===== config.mk =====
export PLATFORM = sky130hd
export DESIGN_NAME = bcd_serial_add_ctrl
export DESIGN_NICKNAME = d
export VERILOG_FILES = /design/src/rtl/bcd_serial_add_ctrl.sv
export SDC_FILE = /design/constraint.sdc
export NUM_CORES = 1
export LEC_CHECK = 0
export ABC_AREA = 1
export CORE_ASPECT_RATIO = 1.5
export CORE_UTILIZATION = 44
export DETAILED_ROUTE_END_ITERATION = 12
export PLACE_DENSITY_LB_ADDON = 0.1
export SLEW_MARGIN = 20
export SYNTH_ARGS = -nofsm -noshare
export SYNTH_HDL_FRONTEND = slang
export SYNTH_SLANG_ARGS = --single-unit

===== constraint.sdc =====
create_clock -name clk -period 5.3 [get_ports clk]
set_input_delay 1.06 -clock clk [delete_from_list [all_inputs] [get_ports clk]]
set_output_delay 1.06 -clock clk [all_outputs]
set_load 0.005 [all_outputs]

===== src/rtl/bcd_serial_add_ctrl.sv =====
// bcd_serial_add_ctrl: digit-serial packed-BCD adder, one digit per clock, least significant first.
module bcd_serial_add_ctrl #(
  parameter int DIGITS = 4
) (
  input  logic                clk,
  input  logic                rst_n,
  input  logic                start,
  input  logic [4*DIGITS-1:0] a_in,
  input  logic [4*DIGITS-1:0] b_in,
  input  logic                c_in,
  output logic                busy,
  output logic                done,
  output logic [4*DIGITS-1:0] s_out,
  output logic                c_out,
  output logic                err
);
  localparam int W  = 4 * DIGITS;
  localparam int IW = DIGITS > 1 ? $clog2(DIGITS) : 1;
  typedef enum logic [1:0] {IDLE, ADD, DONE} state_t;
  state_t         state_q;
  logic [W-1:0]   a_q, b_q, acc_q, s_q;
  logic [IW-1:0]  idx_q;
  logic           carry_q, c_q, err_q, busy_q, done_q;
  logic [4:0]     t, t_adj;
  logic [3:0]     dig;
  logic           cy, bad, last;
  logic [W-1:0]   acc_d;
  // Operands shift right each ADD cycle, so the active digit is always in [3:0];
  // result digits enter at the top of acc and reach their final slot after DIGITS shifts.
  always_comb begin
    t     = {1'b0, a_q[3:0]} + {1'b0, b_q[3:0]} + {4'b0, carry_q};
    cy    = t > 5'd9;
    t_adj = t + 5'd6;
    dig   = cy ? t_adj[3:0] : t[3:0];
    bad   = (a_q[3:0] > 4'd9) || (b_q[3:0] > 4'd9);
    acc_d = (acc_q >> 4) | (W'(dig) << (W - 4));
    last  = idx_q == IW'(DIGITS - 1);
  end
  always_ff @(posedge clk or negedge rst_n) begin
    if (!rst_n) begin
      state_q <= IDLE;
      a_q     <= '0;
      b_q     <= '0;
      acc_q   <= '0;
      s_q     <= '0;
      idx_q   <= '0;
      carry_q <= 1'b0;
      c_q     <= 1'b0;
      err_q   <= 1'b0;
      busy_q  <= 1'b0;
      done_q  <= 1'b0;
    end else begin
      case (state_q)
        IDLE: if (start) begin
          a_q     <= a_in;
          b_q     <= b_in;
          carry_q <= c_in;
          acc_q   <= '0;
          idx_q   <= '0;
          err_q   <= 1'b0;
          busy_q  <= 1'b1;
          state_q <= ADD;
        end
        ADD: begin
          a_q     <= a_q >> 4;
          b_q     <= b_q >> 4;
          carry_q <= cy;
          acc_q   <= acc_d;
          idx_q   <= idx_q + IW'(1);
          if (bad) err_q <= 1'b1;
          if (last) begin
            s_q     <= acc_d;
            c_q     <= cy;
            done_q  <= 1'b1;
            state_q <= DONE;
          end
        end
        DONE: begin
          done_q  <= 1'b0;
          busy_q  <= 1'b0;
          state_q <= IDLE;
        end
        default: state_q <= IDLE;
      endcase
    end
  end
  assign busy  = busy_q;
  assign done  = done_q;
  assign s_out = s_q;
  assign c_out = c_q;
  assign err   = err_q;
endmodule


### After elaboration in Yosys (flattened, before gate mapping)

Cells that the tools add are included.

* register bits: 73
* bits of input ports: 36
* word-level logic and storage cells: 57
* output and inout port bits: 20

* add/sub/neg operators: 4
* bitwise gates (word level): 1
* reduce and logical (&&, ||, !) cells: 11
* multiplexer cells: 21
* order comparisons: 3
* equal/unequal tests: 6

Operators with widths (number)
* $pmux 16 s2: 3
* $mux 16: 3
* $or 12x16->16: 1
* $reduce_and 2->1: 5
* $gt 4x4->1 const B: 2
* $pmux 1 s2: 4
* $pmux 2 s2: 2
* $mux 2: 3
* $ne 2x2->1 const B: 3
* $reduce_bool 2->1: 3
* $add 4x4->5: 1
* $add 5x1->5: 1
* $gt 5x4->1 const B: 1
* $mux 1: 5
* $add 4x3->4 const B: 1
* $eq 2x2->1 const B: 2
* $mux 4: 1
* $reduce_and 3->1: 1
* $add 2x1->2 const B: 1
* $eq 2x1->1 const B: 1
* $logic_not 2->1: 1
* $logic_or 1x1->1: 1

### Longest topological paths before layout

* depth after elaboration: 6
* mapped depth: 14
* mapped depth without buffers: 14

### Worst setup path before layout

OpenSTA, ideal clock, no wires.

* path kind: register -> register
* from: register a_q[0]
* to: register acc_q[14]
* setup time: 0.117 ns
* path buffers: 0
* data required time: 5.183 ns
* data arrival time: 2.226 ns
* clock period less this slack: 2.344 ns
* slack: 2.956 ns
* stages on the path, launching flop included: 13
* cell sequence: dfrtp_1 > fa_1 > fa_1 > inv_1 > ha_1 > inv_1 > a21oi_1 > a21oi_1 > nand2_1 > nand2_1 > nand2_1 > nand3_1 > nand2_1

* longest elaborated chain between the ends: 6
* elaborated cells on any way between the ends: 7
* those cells by class: add/sub: 3; order compare: 1; mux: 2; bitwise: 1

RTL lines
* start, declared: RTL line 21 `logic [W-1:0] a_q, b_q, acc_q, s_q;`
* start signal, assigned: RTL line 55 `a_q <= a_in;`
* start signal, assigned: RTL line 65 `a_q <= a_q >> 4;`
* $add 4x4->5 *: RTL line 31 `t = {1'b0, a_q[3:0]} + {1'b0, b_q[3:0]} + {4'b0, carry_q};`
* $add 5x1->5 *: RTL line 31
* $add 4x3->4 or $gt 5x4->1 (tied branches): RTL line 33, 32
* $mux 4 *: RTL line 34 `dig = cy ? t_adj[3:0] : t[3:0];`
* $or 12x16->16 *: RTL line 36 `acc_d = (acc_q >> 4) | (W'(dig) << (W - 4));`
* $pmux 16 s2 *: RTL line 53 `case (state_q)`
* end signal, assigned: RTL line 44 `acc_q <= '0;`
* end signal, assigned: RTL line 58 `acc_q <= '0;`
* end signal, assigned: RTL line 68 `acc_q <= acc_d;`
* end, declared: RTL line 21

Mark *: on every way between the ends. The rest lies on a longest branch, timed or not.
A chain may end at the register's enable or synchronous reset.

### Worst setup path in the final report

* from: register a_q[0]
* to: register s_q[14] (netlist: s_out[14])

* longest elaborated chain between the ends: 5
* elaborated cells on any way between the ends: 6
* those cells by class: add/sub: 3; order compare: 1; mux: 1; bitwise: 1

RTL lines
* $add 4x4->5 *: RTL line 31
* $add 5x1->5 *: RTL line 31
* $add 4x3->4 or $gt 5x4->1 (tied branches): RTL line 33, 32
* $mux 4 *: RTL line 34
* $or 12x16->16 *: RTL line 36
* end signal, assigned: RTL line 45 `s_q <= '0;`
* end signal, assigned: RTL line 72 `s_q <= acc_d;`
* end, declared: RTL line 21

Marked as above.

==> results.md <==
- RePlAce Congestion: 0.761
- First-pass GRT wire length: 10.5 mm
- Io pins: 56
- Core area: ~0.0068 mm^2
- Crit. End Element: flop
- Sw Share: 0.411
- Fin crit share: 0.501
- Fin. Hold Viols: 0
- Worst flop-to-flop path startpoint: a_q[0]
- Most common cell after layout, fill and taps aside: dfrtp_1
- Share of post-route cells with drive strength above 1: 0.0670
- Critical Path RT: around 5.5 ns
- # hold bufs at CTS: 0
- Sw power: 1.05 mW
- Vias in the first global route: ~2200
- Initial DRC Count: ~160
- Clk pin slew, worst setup/hold paths: around 0.07 ns
- Cts repair resizes: 0
- Startpoint types: flop
- Average wire per standard cell: roughly 14 um
- Die height: 105 um
- Antenna violations before repair: 0
- Seq/Total Area, Yosys: 0.558
- CTS tree: built
- Cts bufs inserted: 9
- Post-synth cell types: 27
- Critical path class: flop to flop
- H-tree level count: 3
- Overall power: ~2.6 mW
- Share of total power in the clock network: 0.149
- Worst EP arrival: roughly 2.9 ns
- Layout net count: approximately 410
- Fmax: between 300 and 400 MHz
- Yosys reg bits: 69
- Hpwl dp: between 4 and 5 mm
- Initial Utilization: 0.454
- Most frequent cells in the layout: dfrtp_1, nand2_1, clkdlybuf4s50_1
- Finished Cell Area: ~0.0038 mm^2
- Max Slew Vio Count: 0
- R2R cell count: 12
- Reg-to-reg endpoint: s_out[14]
- Crit-path max FO: 4
- HP Start: c_out
- Sink Count: a little under 70
- Cell-internal power: 1.51 mW
- Dpl cell area: roughly 0.0036 mm^2
- Setup violations, final: 0
- Drt pass-1 iters: 4
- Die W: just over 70 um
- Post-synthesis net count: 360
- Dpl cells: ~440
- Root Buffer: clkbuf_8
- WHS Path Cells: 2
- Total Neg Setup Slack: 0 ns
- Reg power frac: 0.348
- Mean Syn Cell Area: 9.79 um^2
- Slew @ Worst Pin: 0.898 ns
- Power density cells: about 670 mW/mm^2
- Max Cap Viol: 0
- Final WL: 6.40 mm
- Synth warn: 0
- Flop-to-flop setup slack: 2.64 ns
- Post-CTS Setup Repair Bufs: 0
- Peak supply drop: 297 uV
- RSZ-0062 raised after global routing: no
- Synth Instances: around 320
- Drc violations: 0
- Hold Path Class: flop to flop
- Hold Path End: c_out
- Clk_lat worst skew: between 0.3 and 0.4 ns
- Final setup skew: 0.00562 ns
- Largest net degree at the start of global routing: 70
- GRT Overall Usage: 0.190
- Area grow syn2layout: 23.1%
- PortBufs: 55
- Antenna cell count: 0
- # fillers: 672
- Die ar.: ~0.0074 mm^2
- Via count: approximately 2300
- Final Critical Period: between 2 and 3 ns
- Leakage: approximately 1.7 nW
- Status: finished clean
- Core Rows: 37
- Via density: 5.15
- Post-Syn Area: approximately 0.0031 mm^2
- Clock Path Buffers: 2
- Comb pwr share: 0.503
- Slew headroom: 0.400
- Total gr overflow: 0
- Post-Layout Cell Count: ~450
- Routed Antenna Nets: 0
-- cell families after synthesis --
group,synth area share
compound gates,0.163
fa+ha+maj,0.0372
flops,0.558
buf+inv,0.100
simple gates,0.142
-- state kept, by name, indices dropped and copies added (netlist names) --
register and flops:
a_q 16, b_q 16, s_out 16, acc_q 12, idx_q 2, state_q 2
busy 1, c_out 1, carry_q 1, done 1, err 1
-- power groups by stage --
| stage | Clock (mW) | Sequential (mW) | Combinational (mW) |
|---|---|---|---|
| 2_1_floorplan | 0 | 0.888 | 0.971 |
| 3_3_place_gp | 0 | 0.899 | 1.27 |
| 3_5_place_dp | 0 | 0.904 | 1.30 |
| 4_1_cts | 0.391 | 0.894 | 1.31 |
| 5_1_grt | 0.410 | 0.922 | 1.45 |
| 6_report | 0.382 | 0.891 | 1.29 |
-- worst max-delay path, cell delays in order, from the launching register on --
cell and delay, ns:
dfrtp_1 0.40, fa_1 0.47, fa_1 0.54, inv_1 0.09
ha_1 0.22, inv_1 0.08, a21oi_1 0.05, a21oi_1 0.17
nand2_1 0.12, nand2_1 0.16, nand2_1 0.09, nand3_1 0.09
nand2_1 0.05
-- metrics by stage --
stage	utilization	hold slack, ns	setup WS (ns)
4_1_cts	0.560	0.483	2.65
6_report	0.560	0.477	2.64
3_3_place_gp	0.534	0.463	2.42
5_1_grt	0.560	0.500	2.51
2_1_floorplan	-	0.449	2.96
3_5_place_dp	0.534	0.465	2.37
-- cells in the mapped netlist (all sizes together) --
cell / number / area share
a21oi: 13 / 0.021
a221oi: 16 / 0.051
a22o: 2 / 0.0057
buf: 13 / 0.033
clkbuf: 3 / 0.0036
dfrtp: 69 / 0.56
fa: 2 / 0.013
ha: 6 / 0.024
inv: 51 / 0.064
nand2: 57 / 0.072
nand3: 11 / 0.018
nor2: 4 / 0.013
nor3: 24 / 0.039
o211ai: 1 / 0.0024
o21a: 8 / 0.019
o21ai: 26 / 0.042
o21bai: 1 / 0.0024
o22ai: 9 / 0.018
-- final cells by class --
class	count	area, um^2	share of cell area
well taps	78	97.6	0.0256
multi-input cells	180	1060	0.277
flip-flops and latches	69	1730	0.453
clock buffers	15	166	0.0437
inverters	51	196	0.0516
repair buffers	57	561	0.147
clock inverters	1	5.00	0.00131
-- per-layer routing --
metal	share of wire	vias up	global-route usage
met5	0	-	0
met4	0.024	0	0.107
met3	0.046	15	0.0415
met2	0.50	70	0.305
met1	0.43	1078	0.232
li1	-	1160	-
-- worst max-delay path by stage --
stage | slack, ns | from | cells after the start | to
6_report | 2.64 | a_q[0] | 12 | s_out[14]
3_5_place_dp | 2.37 | start | 6 | b_q[0]
5_1_grt | 2.51 | a_q[0] | 13 | acc_q[14]
4_1_cts | 2.65 | a_q[0] | 12 | acc_q[13]
2_1_floorplan | 2.96 | a_q[0] | 12 | acc_q[14]
3_3_place_gp | 2.42 | start | 6 | a_q[3]
Note: power is estimated with default switching activity, not from simulation.
==> patch 1 (same settings) <==
`DIGITS`: 4 -> 8.
--- a/src/rtl/bcd_serial_add_ctrl.sv
+++ b/src/rtl/bcd_serial_add_ctrl.sv
@@ -1,6 +1,6 @@
 // bcd_serial_add_ctrl: digit-serial packed-BCD adder, one digit per clock, least significant first.
 module bcd_serial_add_ctrl #(
-  parameter int DIGITS = 4
+  parameter int DIGITS = 8
 ) (
   input  logic                clk,
   input  logic                rst_n,
Interface: changed (resized a_in, b_in and s_out); port bits go from 56 to 104. No check against the original RTL was run, so the function may have changed too.
==> patch 1 against the original RTL <==
Total power up 100%; sequential cell count up 65; routed wire length increased by 100%; synthesized area grew 95%; sequential power increased by 89%; final area is 100% higher; critical path type is now in2reg; largest cell class unchanged; sequential share of layout area is 1.8 points lower; worst setup slack lost 0.67 ns; final cell count rose by 86%; largest power group unchanged; critical endpoint is now b_q[17]$_DFFE_PN0P_.
==> patch 1: results (changes against the original RTL) <==
* Synth Instances at 574 (+82%)
* Crit path max fanout at 42 (+38)
* Worst VDD drop at 351 µV (+18%)
* GRT Resource Usage Total at 0.192 (+0.00267)
* Clock group share of total power at 0.236 (+0.087)
* First-pass GRT wire length at 21.5 mm (+100%)
* Top cells by count, synth: 134 x dfrtp_1, 103 x inv_1, 65 x nand2_1
* Status: finished, final reports clean
* Worst slew pin tran at 1.09 ns (+0.196 ns)
* TritonCTS buffer count at 17 (+8)
* Placement Setup Slack at 1.52 ns (-0.854 ns)
* Htree depth at 4 (+1)
* Number of non-filler instances in the completed layout at 837 (+86%)
* Layout cells sized above 1 at 0.144 (+0.0767)
* Placed Instance Area at 7090 µm² (+95%)
* Fillers at 1,192 (+77%)
* Clock root cell: clkbuf_16
* Largest net degree at the start of global routing at 97 (+39%)
* IO buf count at 103 (+87%)
* Worst reg-to-reg path cell count at 5 (-7)
* NetSw at 1.95 mW (+85%)
* DRT Wirelength at 13.0 mm (+100%)
* Internal at 3.28 mW (+120%)
* Vias in the first global route at 4,302 (+93%)
* Hold WS at 0.477 ns (-0.000503 ns)
* Internal reg-to-reg setup slack at 2.03 ns (-0.61 ns)
* Via count at 4,395 (+89%)
* GPL Wtd Cong at 0.851 (+12%)
-- patch 1: cell type report --
type	count	area (µm²)	area share
Clock buffer	19	443	0.0574
Clock inverter	13	180	0.0234
Inverter	107	404	0.0524
Multi-Input combinational cell	295	2070	0.268
Sequential cell	134	3350	0.435
Tap cell	162	203	0.0263
Timing Repair Buffer	107	1060	0.138
-- patch 1: worst max path at each step --
| stage | cells past startpoint | from | slack (ns) | end |
|---|---|---|---|---|
| 2_1_floorplan | 10 | a_q[0]$_DFFE_PN0P_ | 3.11 | acc_q[30]$_DFFE_PN0P_ |
| 6_report | 6 | start | 1.97 | b_q[17]$_DFFE_PN0P_ |
| 5_1_grt | 6 | state_q[1]$_DFFE_PN0P_ | 1.77 | b_q[8]$_DFFE_PN0P_ |
| 3_3_place_gp | 6 | start | 1.61 | b_q[6]$_DFFE_PN0P_ |
| 4_1_cts | 6 | start | 1.95 | b_q[8]$_DFFE_PN0P_ |
| 3_5_place_dp | 6 | start | 1.52 | b_q[8]$_DFFE_PN0P_ |
-- patch 1: critical path, stage by stage --
cell	delay (ns)
clkdlybuf4s50_1	0.43
nand2_2	0.09
nand2_2	0.41
inv_2	1.02
buf_4	0.45
a221oi_2	0.10
-- patch 1: cell families after synthesis --
kind of cell             count (synthesis)  synth area share
buffers and inverters                  145             0.101
flip-flops                             134             0.556
AO/OA/AOI/OAI                          136             0.211
adder cells (fa/ha/maj)                  8            0.0191
AND/OR/NAND/NOR                        150             0.111
XOR/XNOR                                 1           0.00145
-- patch 1: routing by layer --
layer | vias up | wire length, µm | global-route usage
li1 | 2146 | - | -
met1 | 2126 | 5600 | 0.245
met2 | 102 | 6700 | 0.319
met3 | 21 | 405 | 0.0379
met4 | 0 | 277 | 0.0809
met5 | - | 0 | 0
==> patch 2 (config.mk and constraints unchanged) <==
Without the edit above. Add an input register stage for `start`, `a_in`, `b_in` and `c_in`; this delays them by one clock.
--- a/src/rtl/bcd_serial_add_ctrl.sv
+++ b/src/rtl/bcd_serial_add_ctrl.sv
@@ -17,6 +17,19 @@
   localparam int W  = 4 * DIGITS;
   localparam int IW = DIGITS > 1 ? $clog2(DIGITS) : 1;
   typedef enum logic [1:0] {IDLE, ADD, DONE} state_t;
+
+  logic start_q;
+  logic [4*DIGITS-1:0] a_r;
+  logic [4*DIGITS-1:0] b_r;
+  logic c_r;
+
+  always_ff @(posedge clk) begin
+    start_q <= start;
+    a_r     <= a_in;
+    b_r     <= b_in;
+    c_r     <= c_in;
+  end
+
   state_t         state_q;
   logic [W-1:0]   a_q, b_q, acc_q, s_q;
   logic [IW-1:0]  idx_q;
@@ -51,10 +64,10 @@
       done_q  <= 1'b0;
     end else begin
       case (state_q)
-        IDLE: if (start) begin
-          a_q     <= a_in;
-          b_q     <= b_in;
-          carry_q <= c_in;
+        IDLE: if (start_q) begin
+          a_q     <= a_r;
+          b_q     <= b_r;
+          carry_q <= c_r;
           acc_q   <= '0;
           idx_q   <= '0;
           err_q   <= 1'b0;
Formal check against the unedited RTL: not equivalent (a bounded check fails within 4 cycles, from zero or initial values and one cycle with rst_n low).
==> patch 2 against the original RTL <==
Total power grew 25%; final area grew 24%; sequential power up 30%; worst setup slack better by 0.037 ns; die area grew 23%; clock skew barely moved; synthesized area is 23% higher; highest routed layer unchanged; global-route usage is 0.62 points lower; sequential cell count rose by 34; routed wire length rose by 11%; count of clock-buffer cells in the layout fell by 6; critical path type unchanged.
==> patch 2: results (changes against the original RTL) <==
* Met3 wire length at 270 µm (-8.8%)
* PwrDens at 675 nW/µm² (+0.27%)
* DRT Wirelength at 7.14 mm (+11%)
* Synth Instances at 351 (+11%)
* GPL Wtd Cong at 0.820 (+7.8%)
* Hold WS at 0.440 ns (-0.0372 ns)
* Critical Path AT at 2.85 ns (-0.05 ns)
* Worst hold endpoint: a_q[14]$_DFFE_PN0P_
* DR iter-0 viols at 132 (-16%)
* NetSw at 1.19 mW (+13%)
* Worst Skew at 0.00555 ns (-0.0000614 ns)
* Critical path's largest stage delay at 0.56 ns (+0.02 ns)
* WL met1 at 2.96 mm (+6.8%)
* Met2 Use GR at 0.315 (+0.00918)
* WL met2 at 3.68 mm (+15%)
* Fillers at 786 (+17%)
* Status: finished, final reports clean
* Met3 Track Usage GR at 0.0449 (+0.00342)
* DP Cell Count at 499 (+15%)
* Top cells by count, synth: 69 x dfrtp_1, 57 x nand2_1, 55 x inv_1
* Met1 Track Usage GR at 0.214 (-0.0186)
* Worst VDD drop at 286 µV (-3.9%)
* Layout cells sized above 1 at 0.0956 (+0.0286)
* DP Wirelength at 4.79 mm (+9.8%)
* Via/cell ratio at 5.01 (-2.8%)
* Internal reg-to-reg setup slack at 2.68 ns (+0.04 ns)
* GRT Resource Usage Total at 0.183 (-0.00622)
* Largest cells by area after synthesis: dfrtp_1 45%, dfxtp_1 18%, nand2_1 5.6%
* Sequential area share after synthesis at 0.631 (+0.0724)
* Reg area at 2410 µm² (+39%)
patch 2: cell types whose count changed in the layout (fill, tap and decap cells not counted), moves of 2 or more:
cell | unedited run | this run
dfxtp_1 | 0 | 34
a221oi_2 | 3 | 14
clkbuf_8 | 11 | 0
clkbuf_16 | 0 | 9
o21ai_1 | 8 | 0
inv_1 | 48 | 55
o21ai_0 | 18 | 25
o21a_1 | 8 | 2
a221oi_1 | 13 | 8
a21oi_1 | 13 | 9
clkbuf_1 | 4 | 0
clkinvlp_4 | 0 | 3
bufinv_16 | 0 | 2
patch 2: cells by family after synthesis:
group           synth area share
flops                      0.631
simple gates               0.113
buf+inv                   0.0829
compound gates             0.143
fa+ha+maj                 0.0302
patch 2: area by class of cell:
type,count,share of cell area
Multi-Input combinational cell,175,0.231
Tap cell,107,0.0283
Clock buffer,9,0.0475
Sequential cell,103,0.508
Timing Repair Buffer,57,0.119
Inverter,57,0.0462
Clock inverter,7,0.0203
patch 2: worst register-to-register path: stages, from the launching register on:
cell,delay [ns]
dfrtp_1,0.40
fa_1,0.49
fa_1,0.56
inv_1,0.09
ha_1,0.22
inv_1,0.08
a21oi_1,0.04
a21oi_1,0.17
nand2_1,0.12
nand2_1,0.13
nand2_1,0.08
nand3_1,0.08
nand2_1,0.05
patch 2: power groups by stage:
| stage | Clock, mW | Combinational (mW) | Sequential [mW] |
|---|---|---|---|
| 2_1_floorplan | 0 | 1.00 | 1.16 |
| 3_3_place_gp | 0 | 1.33 | 1.17 |
| 3_5_place_dp | 0 | 1.36 | 1.17 |
| 4_1_cts | 0.713 | 1.37 | 1.16 |
| 5_1_grt | 0.747 | 1.53 | 1.19 |
| 6_report | 0.696 | 1.35 | 1.16 |
